[src/rtl/mem_arbiter_if.sv]
// One memory request channel: request, write-data and read-response handshakes.
// master issues requests and receives responses; slave accepts requests and returns responses.
interface mem_arbiter_if #(
    parameter int ADDR_BITS = 28,
    parameter int DATA_BITS = 128
);
    logic                   req_valid;
    logic                   req_ready;
    logic [ADDR_BITS-1:0]   req_addr;
    logic                   req_rw;
    logic                   req_data_valid;
    logic                   req_data_ready;
    logic [DATA_BITS-1:0]   req_data_bits;
    logic [DATA_BITS/8-1:0] req_data_mask;
    logic                   resp_valid;
    logic [DATA_BITS-1:0]   resp_data;

    modport master (
        output req_valid, req_addr, req_rw, req_data_valid, req_data_bits, req_data_mask,
        input  req_ready, req_data_ready, resp_valid, resp_data
    );

    modport slave (
        input  req_valid, req_addr, req_rw, req_data_valid, req_data_bits, req_data_mask,
        output req_ready, req_data_ready, resp_valid, resp_data
    );
endinterface

[src/rtl/mem_arbiter.sv]
// Round-robin arbiter of the I-cache (c0) and D-cache (c1) onto one memory port;
// read responses are routed back in order through an ID FIFO.
module mem_arbiter #(
    parameter int ADDR_BITS = 28,
    parameter int DATA_BITS = 128,
    parameter int MAX_OUTST = 4
) (
    input  logic                       clk,
    input  logic                       reset,
    mem_arbiter_if.slave               c0,
    mem_arbiter_if.slave               c1,
    mem_arbiter_if.master              mem,
    output logic                       err_resp,
    output logic                       dbg_state,
    output logic                       dbg_prio,
    output logic                       dbg_wr_owner,
    output logic [$clog2(MAX_OUTST):0] dbg_count
);
    localparam int PW = $clog2(MAX_OUTST);

    // Handshake rule on every channel: a transfer happens in a cycle where
    // valid and ready are both high; valid never waits on ready.
    typedef enum logic {IDLE = 1'b0, WDATA = 1'b1} state_t;

    state_t                 state, state_next;
    logic                   prio, wr_owner;
    logic [PW:0]            wr_ptr, rd_ptr;
    logic [MAX_OUTST-1:0]   id_mem;
    logic                   full, empty, head, pop;

    logic [1:0]             req_valid, req_rw, data_valid, elig, req_ready, data_ready;
    logic [ADDR_BITS-1:0]   addr [2];
    logic [DATA_BITS-1:0]   bits [2];
    logic [DATA_BITS/8-1:0] mask [2];
    logic                   winner, owner, grant_ok, data_active, req_hs, data_hs;

    assign req_valid  = {c1.req_valid, c0.req_valid};
    assign req_rw     = {c1.req_rw, c0.req_rw};
    assign data_valid = {c1.req_data_valid, c0.req_data_valid};
    assign addr[0] = c0.req_addr;
    assign addr[1] = c1.req_addr;
    assign bits[0] = c0.req_data_bits;
    assign bits[1] = c1.req_data_bits;
    assign mask[0] = c0.req_data_mask;
    assign mask[1] = c1.req_data_mask;

    assign empty = (wr_ptr == rd_ptr);
    assign full  = (wr_ptr[PW] != rd_ptr[PW]) && (wr_ptr[PW-1:0] == rd_ptr[PW-1:0]);
    assign head  = id_mem[rd_ptr[PW-1:0]];
    assign pop   = mem.resp_valid && !empty;

    always_comb begin
        elig[0] = req_valid[0] && (req_rw[0] || !full);
        elig[1] = req_valid[1] && (req_rw[1] || !full);
        winner  = elig[prio] ? prio : !prio;
        grant_ok = (state == IDLE) && (elig != 2'b00);
        req_hs   = grant_ok && mem.req_ready;
        owner    = (state == IDLE) ? winner : wr_owner;
        // In IDLE the data beat only travels with an accepted write request, so a
        // stalled request can never have its data consumed ahead of it.
        data_active = (state == WDATA) || (req_hs && req_rw[winner]);
        data_hs     = data_active && data_valid[owner] && mem.req_data_ready;

        mem.req_valid      = grant_ok;
        mem.req_addr       = addr[winner];
        mem.req_rw         = req_rw[winner];
        mem.req_data_valid = data_active && data_valid[owner];
        mem.req_data_bits  = bits[owner];
        mem.req_data_mask  = mask[owner];

        req_ready  = 2'b00;
        data_ready = 2'b00;
        if (grant_ok) req_ready[winner] = mem.req_ready;
        if (data_active) data_ready[owner] = mem.req_data_ready;

        state_next = state;
        case (state)
            IDLE:    if (req_hs && req_rw[winner] && !data_hs) state_next = WDATA;
            WDATA:   if (data_hs) state_next = IDLE;
            default: state_next = IDLE;
        endcase
    end

    assign c0.req_ready      = req_ready[0];
    assign c1.req_ready      = req_ready[1];
    assign c0.req_data_ready = data_ready[0];
    assign c1.req_data_ready = data_ready[1];
    assign c0.resp_valid     = pop && !head;
    assign c1.resp_valid     = pop && head;
    assign c0.resp_data      = mem.resp_data;
    assign c1.resp_data      = mem.resp_data;

    always_ff @(posedge clk) begin
        if (reset) begin
            state    <= IDLE;
            prio     <= 1'b0;
            wr_owner <= 1'b0;
            wr_ptr   <= '0;
            rd_ptr   <= '0;
            id_mem   <= '0;
            err_resp <= 1'b0;
        end else begin
            state <= state_next;
            if (req_hs) prio <= !winner;
            if (state == IDLE && state_next == WDATA) wr_owner <= winner;
            if (req_hs && !req_rw[winner]) begin
                id_mem[wr_ptr[PW-1:0]] <= winner;
                wr_ptr <= wr_ptr + (PW+1)'(1);
            end
            if (pop) rd_ptr <= rd_ptr + (PW+1)'(1);
            if (mem.resp_valid && empty) err_resp <= 1'b1;
        end
    end

    assign dbg_state    = (state == WDATA);
    assign dbg_prio     = prio;
    assign dbg_wr_owner = wr_owner;
    assign dbg_count    = wr_ptr - rd_ptr;
endmodule

[src/flat_wrapper.sv]
// flat-port wrapper written by rule: the top's interface ports become plain ports
module mem_arbiter_flat 
#(
    parameter int ADDR_BITS = 28,
    parameter int DATA_BITS = 128,
    parameter int MAX_OUTST = 4
)
  (clk, reset, err_resp, dbg_state, dbg_prio, dbg_wr_owner, dbg_count, c0_req_valid, c0_req_addr, c0_req_rw, c0_req_data_valid, c0_req_data_bits, c0_req_data_mask, c0_req_ready, c0_req_data_ready, c0_resp_valid, c0_resp_data, c1_req_valid, c1_req_addr, c1_req_rw, c1_req_data_valid, c1_req_data_bits, c1_req_data_mask, c1_req_ready, c1_req_data_ready, c1_resp_valid, c1_resp_data, mem_req_valid, mem_req_addr, mem_req_rw, mem_req_data_valid, mem_req_data_bits, mem_req_data_mask, mem_req_ready, mem_req_data_ready, mem_resp_valid, mem_resp_data);
  mem_arbiter_if #(.ADDR_BITS(ADDR_BITS), .DATA_BITS(DATA_BITS)) c0_i ();
  mem_arbiter_if #(.ADDR_BITS(ADDR_BITS), .DATA_BITS(DATA_BITS)) c1_i ();
  mem_arbiter_if #(.ADDR_BITS(ADDR_BITS), .DATA_BITS(DATA_BITS)) mem_i ();
  input  logic clk;
  input  logic reset;
  output logic err_resp;
  output logic dbg_state;
  output logic dbg_prio;
  output logic dbg_wr_owner;
  output logic [$clog2(MAX_OUTST):0] dbg_count;
  input wire logic [$bits(c0_i.req_valid)-1:0] c0_req_valid;
  input wire logic [$bits(c0_i.req_addr)-1:0] c0_req_addr;
  input wire logic [$bits(c0_i.req_rw)-1:0] c0_req_rw;
  input wire logic [$bits(c0_i.req_data_valid)-1:0] c0_req_data_valid;
  input wire logic [$bits(c0_i.req_data_bits)-1:0] c0_req_data_bits;
  input wire logic [$bits(c0_i.req_data_mask)-1:0] c0_req_data_mask;
  output wire logic [$bits(c0_i.req_ready)-1:0] c0_req_ready;
  output wire logic [$bits(c0_i.req_data_ready)-1:0] c0_req_data_ready;
  output wire logic [$bits(c0_i.resp_valid)-1:0] c0_resp_valid;
  output wire logic [$bits(c0_i.resp_data)-1:0] c0_resp_data;
  input wire logic [$bits(c1_i.req_valid)-1:0] c1_req_valid;
  input wire logic [$bits(c1_i.req_addr)-1:0] c1_req_addr;
  input wire logic [$bits(c1_i.req_rw)-1:0] c1_req_rw;
  input wire logic [$bits(c1_i.req_data_valid)-1:0] c1_req_data_valid;
  input wire logic [$bits(c1_i.req_data_bits)-1:0] c1_req_data_bits;
  input wire logic [$bits(c1_i.req_data_mask)-1:0] c1_req_data_mask;
  output wire logic [$bits(c1_i.req_ready)-1:0] c1_req_ready;
  output wire logic [$bits(c1_i.req_data_ready)-1:0] c1_req_data_ready;
  output wire logic [$bits(c1_i.resp_valid)-1:0] c1_resp_valid;
  output wire logic [$bits(c1_i.resp_data)-1:0] c1_resp_data;
  output wire logic [$bits(mem_i.req_valid)-1:0] mem_req_valid;
  output wire logic [$bits(mem_i.req_addr)-1:0] mem_req_addr;
  output wire logic [$bits(mem_i.req_rw)-1:0] mem_req_rw;
  output wire logic [$bits(mem_i.req_data_valid)-1:0] mem_req_data_valid;
  output wire logic [$bits(mem_i.req_data_bits)-1:0] mem_req_data_bits;
  output wire logic [$bits(mem_i.req_data_mask)-1:0] mem_req_data_mask;
  input wire logic [$bits(mem_i.req_ready)-1:0] mem_req_ready;
  input wire logic [$bits(mem_i.req_data_ready)-1:0] mem_req_data_ready;
  input wire logic [$bits(mem_i.resp_valid)-1:0] mem_resp_valid;
  input wire logic [$bits(mem_i.resp_data)-1:0] mem_resp_data;
  assign c0_i.req_valid = c0_req_valid;
  assign c0_i.req_addr = c0_req_addr;
  assign c0_i.req_rw = c0_req_rw;
  assign c0_i.req_data_valid = c0_req_data_valid;
  assign c0_i.req_data_bits = c0_req_data_bits;
  assign c0_i.req_data_mask = c0_req_data_mask;
  assign c0_req_ready = c0_i.req_ready;
  assign c0_req_data_ready = c0_i.req_data_ready;
  assign c0_resp_valid = c0_i.resp_valid;
  assign c0_resp_data = c0_i.resp_data;
  assign c1_i.req_valid = c1_req_valid;
  assign c1_i.req_addr = c1_req_addr;
  assign c1_i.req_rw = c1_req_rw;
  assign c1_i.req_data_valid = c1_req_data_valid;
  assign c1_i.req_data_bits = c1_req_data_bits;
  assign c1_i.req_data_mask = c1_req_data_mask;
  assign c1_req_ready = c1_i.req_ready;
  assign c1_req_data_ready = c1_i.req_data_ready;
  assign c1_resp_valid = c1_i.resp_valid;
  assign c1_resp_data = c1_i.resp_data;
  assign mem_req_valid = mem_i.req_valid;
  assign mem_req_addr = mem_i.req_addr;
  assign mem_req_rw = mem_i.req_rw;
  assign mem_req_data_valid = mem_i.req_data_valid;
  assign mem_req_data_bits = mem_i.req_data_bits;
  assign mem_req_data_mask = mem_i.req_data_mask;
  assign mem_i.req_ready = mem_req_ready;
  assign mem_i.req_data_ready = mem_req_data_ready;
  assign mem_i.resp_valid = mem_resp_valid;
  assign mem_i.resp_data = mem_resp_data;
  mem_arbiter #(.ADDR_BITS(ADDR_BITS), .DATA_BITS(DATA_BITS), .MAX_OUTST(MAX_OUTST)) u_core (.clk(clk), .reset(reset), .c0(c0_i), .c1(c1_i), .mem(mem_i), .err_resp(err_resp), .dbg_state(dbg_state), .dbg_prio(dbg_prio), .dbg_wr_owner(dbg_wr_owner), .dbg_count(dbg_count));
endmodule
[config.mk]
export PLATFORM = sky130hd
export DESIGN_NAME = mem_arbiter_flat
export DESIGN_NICKNAME = d
export VERILOG_FILES = /design/src/rtl/mem_arbiter_if.sv /design/src/rtl/mem_arbiter.sv /design/src/flat_wrapper.sv
export SDC_FILE = /design/constraint.sdc
export NUM_CORES = 1
export LEC_CHECK = 0
export BUFFER_PORTS_ARGS = -buffer_cell sky130_fd_sc_hd__buf_4
export CAP_MARGIN = 20
export CELL_PAD_IN_SITES_DETAIL_PLACEMENT = 2
export CELL_PAD_IN_SITES_GLOBAL_PLACEMENT = 2
export CORE_AREA = 2 2 362 364
export CTS_BUF_LIST = sky130_fd_sc_hd__clkbuf_2 sky130_fd_sc_hd__clkbuf_4 sky130_fd_sc_hd__clkbuf_8
export CTS_CLUSTER_SIZE = 14
export DETAILED_ROUTE_END_ITERATION = 8
export DIE_AREA = 0 0 364 366
export PLACE_DENSITY_LB_ADDON = 0.1
export SLEW_MARGIN = 15
export SYNTH_ARGS = -nofsm -noshare
export SYNTH_HDL_FRONTEND = slang
export SYNTH_SLANG_ARGS = --single-unit
[constraint.sdc]
create_clock -name clk -period 6.5 [get_ports clk]
set_input_delay 0.325 -clock clk [delete_from_list [all_inputs] [get_ports clk]]
set_output_delay 0.325 -clock clk [all_outputs]
set_load 0.01 [all_outputs]
### After elaboration in Yosys (flattened, before gate mapping)

Index checks and enable logic that the tools add are counted.

| storage, ports and cells | value |
|---|---|
| word-level logic and storage cells | 88 |
| output and inout bits | 444 |
| register bits after elaboration | 14 |

| cells by class | value |
|---|---|
| reductions and logical operators | 29 |
| bitwise operators | 5 |
| equality and inequality tests | 3 |
| muxes and demuxes | 31 |
| add/subtract/negate cells | 3 |
| $lt $le $gt $ge | 10 |

Operators with widths:

| cell | number |
|---|---|
| two-way mux 128 bit | 3 |
| two-way mux 28 bit | 3 |
| two-way mux 16 bit | 3 |
| logical AND 1 bit | 18 |
| two-way mux 1 bit | 14 |
| zero test 1 bit | 7 |
| adder 3 x 1 -> 3 bit (second input constant) | 2 |
| < comparator 1 x 2 -> 1 bit (second input constant) | 3 |
| < comparator 2 x 3 -> 1 bit (second input constant) | 2 |
| bitwise AND 2 bit | 2 |
| bitwise mux 4 bit | 1 |
| >= comparator 2 bit (second input constant) | 2 |
| two-way mux 2 bit | 2 |
| inverter 1 -> 2 bit | 2 |
| == test 3 bit | 1 |
| logical OR 1 bit | 3 |
| subtractor 3 bit | 1 |
| binary-select mux 1 bit (select 2 bit) | 1 |
| demux 1 bit (select 1 bit) | 2 |
| demux 1 bit (select 2 bit) | 1 |
| == test 2 bit | 1 |
| >= comparator 1 bit (second input constant) | 2 |
| >= comparator 2 x 1 -> 1 bit (second input constant) | 1 |
| case mux 1 bit (2 select lines) | 1 |
| 3 further kinds | 3 |

### Logic depth before layout (Yosys ltp)

Gate-level depths: netlist of the first run.

| depth | value |
|---|---|
| depth after elaboration | 19 |
| gate-level depth with buffers | 9 |
| depth with buffers taken out | 8 |

### Worst setup path after synthesis of the first run

Ideal clock, no wire load.

| timing | value |
|---|---|
| kind | reg2out |
| from | register u_core.wr_ptr[0] |
| to | output mem_req_data_bits[0] |
| required time | 6.175 ns |
| cell stages (with the launch flop) | 9 |
| path slack | 4.083 ns |
| buffers on the path | 2 |
| data arrival time | 2.092 ns |
| cells stage by stage | dfxtp_1 > inv_1 > ha_1 > and2_1 > nand4b_1 > a32oi_2 > buf_4 > buf_6 > mux2_2 |

| on the way | value |
|---|---|
| word-level cells in the longest chain between the ends | 13 |
| elaborated cells between the ends (all ways) | 15 |
| those cells by class | eq/ne (1); mux (7); bitwise (1); reduce/logical (6) |

Ends and longest elaborated chain:

| element | line | RTL |
|---|---|---|
| start: declaration | mem_arbiter.sv:27 | `logic [PW:0] wr_ptr, rd_ptr;` |
| start signal: assignment | mem_arbiter.sv:108 | `wr_ptr <= wr_ptr + (PW+1)'(1);` |
| == test 2 bit * | mem_arbiter.sv:48 | `assign full = (wr_ptr[PW] != rd_ptr[PW]) && (wr_ptr[PW-1:0] == rd_ptr[PW-1:0]);` |
| logical AND 1 bit * | mem_arbiter.sv:48 |  |
| zero test 1 bit * | mem_arbiter.sv:53, mem_arbiter.sv:54 |  |
| logical OR 1 bit (on tied branches) | mem_arbiter.sv:53, mem_arbiter.sv:54 |  |
| logical AND 1 bit (on tied branches) | mem_arbiter.sv:53, mem_arbiter.sv:54 |  |
| two-way mux 1 bit (not written as such) * (2 in series) | mem_arbiter.sv:55 | `winner = elig[prio] ? prio : !prio;` |
| two-way mux 1 bit * | mem_arbiter.sv:55 |  |
| two-way mux 1 bit * | mem_arbiter.sv:58 | `owner = (state == IDLE) ? winner : wr_owner;` |
| inverter 1 -> 2 bit (not written as such) * | mem_arbiter.sv:68 | `mem.req_data_bits = bits[owner];` |
| two-way mux 128 bit (not written as such) * (3 in series) | mem_arbiter.sv:68 |  |
| end: declaration | flat_wrapper.sv:43 | `output wire logic [$bits(mem_i.req_data_bits)-1:0] mem_req_data_bits;` |

Mark *: on every way between the ends. The rest lies on a longest branch, timed or not. The select of a mux whose other input is x is not followed.

### Final worst setup path of the first run

| timing | value |
|---|---|
| from | register u_core.wr_ptr[0] |
| to | output mem_req_data_bits[20] |

The elaborated chain is that of the path after synthesis.

==> results of run 1 <==
## final timing paths
check                                                   endpoint  slack (ns)  cells past startpoint
worst max-delay path                       mem_req_data_bits[20]        2.68                      9
worst min-delay path               u_core.id_mem[0]$_SDFFE_PP0P_        0.38                      2
worst max register to register  u_core.dbg_wr_owner$_SDFFE_PP0P_        3.54                      9
worst min register to register     u_core.id_mem[0]$_SDFFE_PP0P_        0.50                      2
## cell usage after synthesis (3+ instances only)
library cell  count
inv_1             6
dfxtp_1          14
buf_2             4
nand3_1           4
xnor2_1           4
a21oi_1           9
nor2b_1           6
mux2_2          172
buf_4           263
nor2_1           15
ha_1              7
o21ai_0           8
a31oi_1           3
mux2i_1           3
nand2_1          10
buf_6            10
## worst max-delay path, cell delays in order, from the launching register on
cell and delay [ns]:
dfxtp_1 0.40, inv_1 0.11, ha_1 0.33, and2_1 0.25, nand4b_1 0.20, a32oi_4 0.41, buf_4 0.34, buf_4 0.54
mux2_2 0.41, buf_4 0.15
## cell families after synthesis
group / Yosys count / share of synthesized area [%]
buffers and inverters: 284 / 42.65
muxes: 177 / 40.00
and+or+nand+nor: 50 / 5.078
AOI/OAI and AO/OA: 27 / 3.327
DFF: 14 / 5.603
adders and majority gates: 8 / 2.151
xor gates and xnor gates: 6 / 1.201
## layer usage
layer	vias up	GRT usage (%)	wire length [um]
li1	2205	-	-
met1	2261	4.880	12180
met2	431	10.13	20210
met3	45	4.015	6741
met4	6	0.6463	350
met5	-	0.03631	30
## state kept, by name, summed over array words and instances, names as in the netlist
| signal | flops |
|---|---|
| u_core.id_mem | 4 |
| u_core.rd_ptr | 3 |
| u_core.wr_ptr | 3 |
| u_core.dbg_prio | 1 |
| u_core.dbg_state | 1 |
| u_core.dbg_wr_owner | 1 |
| u_core.err_resp | 1 |
## stage by stage
stage               instances  hold slack [ns]
finish                   2580           0.3755
global route             2580           0.4023
CTS                      2580           0.3842
detailed placement       2576           0.4927
global placement         2576           0.5037
floorplan                 566           0.3941
## power groups by stage
stage	Sequential [mW]	Combinational [mW]	Clock (mW)
after global placement	0.108	0.968	0
after CTS	0.107	0.958	0.102
after floorplan	0.104	0.585	0
after detailed placement	0.109	0.954	0
final	0.106	0.919	0.0963
after global routing	0.109	1.00	0.105
## placed cells by master (no fill, tap or decap), drive strengths merged, types with 2 or more instances in the layout
cell and n:
a21oi 9, mux2 173, dfxtp 14, o311a 2
xor2 2, nand2b 2, xnor2 4, or2 2
clkbuf 4, nor2b 6, nand3 4, o21ai 10
nand2 10, nor3 3, inv 6, a31oi 3
buf 546, mux2i 3, ha 7, nor3b 2
nor2 15
## area by class of cell
| class | count | area, um^2 | share of cell area, % |
|---|---|---|---|
| Multi-Input combinational cell | 268 | 2606 | 28.16 |
| Inverter | 6 | 22.52 | 0.2433 |
| Timing Repair Buffer | 546 | 4111 | 44.42 |
| Clock buffer | 4 | 55.05 | 0.5948 |
| Tap cell | 1742 | 2180 | 23.55 |
| Sequential cell | 14 | 280.3 | 3.028 |
==> impl_metrics.py, run 1 <==
metrics = {
    "sta": {
        "rsz0062_at_grt": "false",
        "worst_slew_pin_slew_ns": 0.8709,
        "period_share_pct": 58.69,
        "final_hold_viol_count": 0,
        "min_period_ns": 3.815,
        "skew_ns": 0.01565,
        "finalSetupViolCount": 0,
        "slew_headroom_pct": 41.94,
        "finalMaxSlewViolations": 0,
        "fmax_mhz": 262.1,
        "setup_ws_ns": 2.685,
        "fin_tns_setup_ns": 0,
    },
    "logic_synthesis": {
        "synth_edf_count": 0,
        "yosysUniqueCellTypes": 39,
        "yosysWarnings": 0,
        "yosys-top-cells-area": "buf_4, mux2_2, dfxtp_1",
        "synth_seq_cells": 14,
        "synth_area_um2": 5002,
        "ys.flop_type": "dfxtp_1",
        "async_flop_share_pct": 0,
        "synth.avg_cell_area_um2": 8.838,
        "syn-num-nets": 1057,
        "postSynthCellCount": 566,
        "yosysTopAreaCell": "buf_4",
        "ys_seq_area_share_pct": 5.603,
        "synth_top_area_share_pct": 39.47,
    },
    "power": {
        "internal-power_uw": 665.1,
        "p_leak_nw": 3.722,
        "power_frac_clock_pct": 8.6,
        "comb_power_share_pct": 82.0,
        "power_density_nw_per_um2": 121.1,
        "ir_worst_vdd_mv": 0.06246,
        "power_mw": 1.121,
        "p_sw_uw": 455.6,
        "power_frac_seq_pct": 9.4,
        "swShare_pct": 40.65,
    },
    "global_routing": {
        "grt_usage_pct": 5.491,
        "grt_antenna_before_repair": 6,
        "grt_overflow": 0,
        "grt_start_max_net_pins": 90,
        "grt_pass1_wl_um": 50550,
        "first_global_vias": 5673,
    },
    "worst_setup_path": {
        "arrival_ns": 3.49,
        "worstPathRequired_ns": 6.17,
        "r2r-start": "u_core.wr_ptr[0]$_SDFFE_PP0P_",
        "startpoint_type": "flip-flop",
        "crit_fanout": 42,
        "critPathLaunch": "u_core.wr_ptr[0]$_SDFFE_PP0P_",
        "worstSetupEndpointType": "primary output",
        "path_class": "reg -> out",
    },
    "layout": {
        "drive_gt1_share_pct": 86.75,
        "nets": 1330,
        "num_antenna_cells": 0,
        "syn_to_final_growth_pct": 85.02,
        "fillers": 15310,
        "stdcell_area_um2": 9255,
        "fin_util_pct": 7.175,
    },
    "placed_design": {
        "dp_hpwl_um": 35800,
        "dpl_cell_area_um2": 9200,
        "post-place-ws_ns": 2.862,
        "portBuffers": 542,
        "place.gp.congestion": 0.7175,
    },
    "flow_run": {
        "maxCapViolCount": 0,
    },
    "floorplan": {
        "design.core.area_um2": 129000,
        "design.die.area_um2": 133200,
        "rows": 132,
        "die_x_um": 364,
        "start_util_pct": 3.878,
        "io_pins": 927,
        "die_y_um": 366,
    },
    "clocking": {
        "cts_sinks": 14,
        "cts_setup_buffers": 0,
        "cts-root-buf": "clkbuf_8",
        "cts_buffers": 3,
        "clock_path_buffers": 2,
        "clock_latency_ns": 0.27,
        "cts_hold_buffers": 0,
        "cts_tree": "yes",
        "clkTransAtPathRegs_ns": 0.08,
        "htree_levels": 1,
        "cts_resized": 0,
    },
    "route": {
        "dr.pass1.iters": 4,
        "post_drt_wl_per_cell_um": 15.31,
        "vias_per_cell": 1.918,
        "drtIter0Drc": 64,
        "vias": 4948,
        "drc": 0,
        "drtAntennaViolNets": 0,
        "drt-total-wl_um": 39510,
    },
    "min_path": {
        "hold_path_class": "in -> reg",
        "worstHoldStart": "reset",
    },
    "outcome": {
        "outcome": "finished, final reports clean",
    },
}
Note: power is estimated with default switching activity, not from simulation.
==> run 2, diff against run 1 <==
==> constraint.sdc (replaced) <==
create_clock -name clk -period 3.3 [get_ports clk]
set_input_delay 0.165 -clock clk [delete_from_list [all_inputs] [get_ports clk]]
set_output_delay 0.165 -clock clk [all_outputs]
set_load 0.01 [all_outputs]
==> run 2 against run 1 <==
Against the previous run: global-route usage grew 0.053 points; power grew 100%; register-to-register slack lost 3.2 ns; combinational power grew 110%; clock skew shrank 0.0079 ns; final cell count grew 0.66%; largest cell class unchanged; largest power group unchanged.
==> impl_metrics.py, run 2 (synthesis results as in run 1) <==
metrics = {
    "outcome": {
        "outcome": "finished, final reports clean",
    },
    "route": {
        "dr.pass1.iters": 4,
        "drt-total-wl_um": 40670,
        "vias_per_cell": 1.914,
        "drtAntennaViolNets": 0,
        "drc": 0,
        "vias": 4971,
        "post_drt_wl_per_cell_um": 15.66,
        "drtIter0Drc": 67,
    },
    "floorplan": {
        "rows": 132,
        "start_util_pct": 3.878,
        "design.core.area_um2": 129000,
        "die_x_um": 364,
        "die_y_um": 366,
        "design.die.area_um2": 133200,
        "io_pins": 927,
    },
    "sta": {
        "min_period_ns": 3.068,
        "whs_ns": 0.2020,
        "setup_ws_ns": 0.2316,
        "period_share_pct": 92.98,
        "fin_tns_setup_ns": 0,
        "rsz0062_at_grt": "false",
        "finalSetupViolCount": 0,
        "fmax_mhz": 325.9,
        "slew_headroom_pct": 63.03,
        "skew_ns": 0.007743,
        "final_hold_viol_count": 0,
        "worst_slew_pin_slew_ns": 0.5538,
        "finalMaxSlewViolations": 0,
    },
    "global_routing": {
        "grt_usage_pct": 5.543,
        "grt_antenna_before_repair": 3,
        "first_global_vias": 5665,
        "grt_overflow": 0,
        "grt_pass1_wl_um": 51200,
        "grt_start_max_net_pins": 60,
    },
    "placed_design": {
        "portBuffers": 542,
        "dp_hpwl_um": 36470,
        "dpl_cell_area_um2": 9325,
        "post-place-ws_ns": 0.3451,
        "place.gp.congestion": 0.7114,
    },
    "worst_setup_path": {
        "path_cells": "inv_1, ha_1, and2_2, nand4b_1, a32oi_4, buf_4, buf_12, buf_4, mux2_2, buf_4",
        "arrival_ns": 2.90,
        "cp_num_buf_inv": 5,
        "worstPathRequired_ns": 3.13,
        "startpoint_type": "flip-flop",
        "critPathLaunch": "u_core.wr_ptr[0]$_SDFFE_PP0P_",
        "crit_family": "buffers and inverters",
        "cpMostUsedCell": "buf_4",
        "crit_fanout": 16,
        "crit_path_max_incr_delay_ns": 0.39,
        "reg2reg_to": "u_core.dbg_wr_owner$_SDFFE_PP0P_",
        "path_class": "reg -> out",
        "rrSetupSlack_ns": 0.34,
        "worst_path_max_delay_cell": "dfxtp_1",
        "r2r-start": "u_core.wr_ptr[0]$_SDFFE_PP0P_",
        "r2r_cells": 10,
        "worstSetupEndpointType": "primary output",
        "cp.depth": 10,
    },
    "min_path": {
        "hold_path_class": "in -> reg",
        "hold-path-endpoint": "u_core.err_resp$_SDFFE_PP0P_",
        "min_path_cells": 3,
        "worstHoldStart": "mem_resp_valid",
    },
    "clocking": {
        "htree_levels": 1,
        "clkTransAtPathRegs_ns": 0.08,
        "clock_path_buffers": 2,
        "cts_tree": "yes",
        "cts_sinks": 14,
        "cts-root-buf": "clkbuf_8",
        "cts_buffers": 3,
        "clock_latency_ns": 0.26,
    },
    "power": {
        "p_leak_nw": 3.825,
        "internal-power_mw": 1.370,
        "power_density_nw_per_um2": 242.2,
        "p_sw_uw": 919.0,
        "ir_worst_vdd_mv": 0.1034,
        "swShare_pct": 40.15,
        "power_frac_seq_pct": 9.3,
        "comb_power_share_pct": 82.7,
        "power_frac_clock_pct": 8.0,
    },
    "layout": {
        "layout_common_cells": "buf_4, mux2_2, nor2_1",
        "syn_to_final_growth_pct": 88.92,
        "fillers": 15330,
        "drive_gt1_share_pct": 87.10,
        "nets": 1345,
        "largest_register": "u_core.id_mem",
        "stdcell_area_um2": 9450,
        "final_common_cell": "buf_4",
        "reg_top3": "u_core.id_mem x4, u_core.rd_ptr x3, u_core.wr_ptr x3",
        "fin_util_pct": 7.326,
        "largest_reg_flops": 4,
    },
    "flow_run": {
        "maxCapViolCount": 0,
    },
}
==> run 2: cell types whose count changed in the layout (fill, tap and decap cells not counted) <==
cell | previous run | this run
and2_2 | 0 | 1
buf_4 | 545 | 554
clkbuf_16 | 0 | 2
diode_2 | 0 | 2
buf_12 | 1 | 4
and2_1 | 1 | 0
buf_6 | 0 | 1
==> run 2: area by class of cell <==
| class | count | area, um^2 | area share, % |
|---|---|---|---|
| Clock buffer | 4 | 55.05 | 0.5826 |
| Multi-Input combinational cell | 268 | 2608 | 27.59 |
| Timing Repair Buffer | 561 | 4300 | 45.51 |
| Sequential cell | 14 | 280.3 | 2.966 |
| Inverter | 6 | 22.52 | 0.2383 |
| Antenna cell | 2 | 5.005 | 0.05296 |
| Tap cell | 1742 | 2180 | 23.06 |
==> run 2: timing repair <==
item / CTS / global route
endpoints found under the setup margin: 0 / 67
hold endpoints to repair: 0 / 0
setup buffers: 0 / 3
gates resized for setup: 0 / 2
hold buffers: 0 / 0
==> run 2: how the worst max path moves through the flow <==
stage                                       endpoint  slack, ns
finish                         mem_req_data_bits[40]       0.23
global placement    u_core.dbg_wr_owner$_SDFFE_PP0P_       0.38
CTS                            mem_req_data_bits[39]       0.09
floorplan                       mem_req_data_bits[0]       1.04
global route                   mem_req_data_bits[39]       0.02
detailed placement  u_core.dbg_wr_owner$_SDFFE_PP0P_       0.35
==> run 2: routing by layer <==
layer | vias to the layer above | track usage [%] | routed length [um]
li1 | 2236 | - | -
met1 | 2283 | 5.190 | 13250
met5 | - | 0.03631 | 20
met2 | 411 | 10.07 | 20550
met4 | 4 | 0.6942 | 335
met3 | 37 | 3.810 | 6512
==> run 2: stage by stage <==
step                      cells  power (mW)
after detailed placement   2586       2.138
after floorplan             566       1.358
after global routing       2595       2.479
after global placement     2586       2.155
after CTS                  2590       2.339
final                      2597       2.289
==> run 2: power by group through the flow <==
stage          clock network [mW]  registers [mW]  logic, mW
2_1_floorplan                   0           0.205       1.15
3_3_place_gp                    0           0.218       1.94
3_5_place_dp                    0           0.220       1.92
4_1_cts                     0.196           0.216       1.93
5_1_grt                     0.204           0.217       2.06
6_report                    0.184           0.213       1.89
==> run 2: worst reg2reg max path, cell delays in order (launching register included) <==
cell and delay (ns):
dfxtp_1 0.39, inv_1 0.11, ha_1 0.32, and2_2 0.22
nand4b_1 0.21, a32oi_4 0.29, buf_4 0.22, buf_6 0.34
mux2_1 0.48, a31oi_1 0.21, a311oi_1 0.07
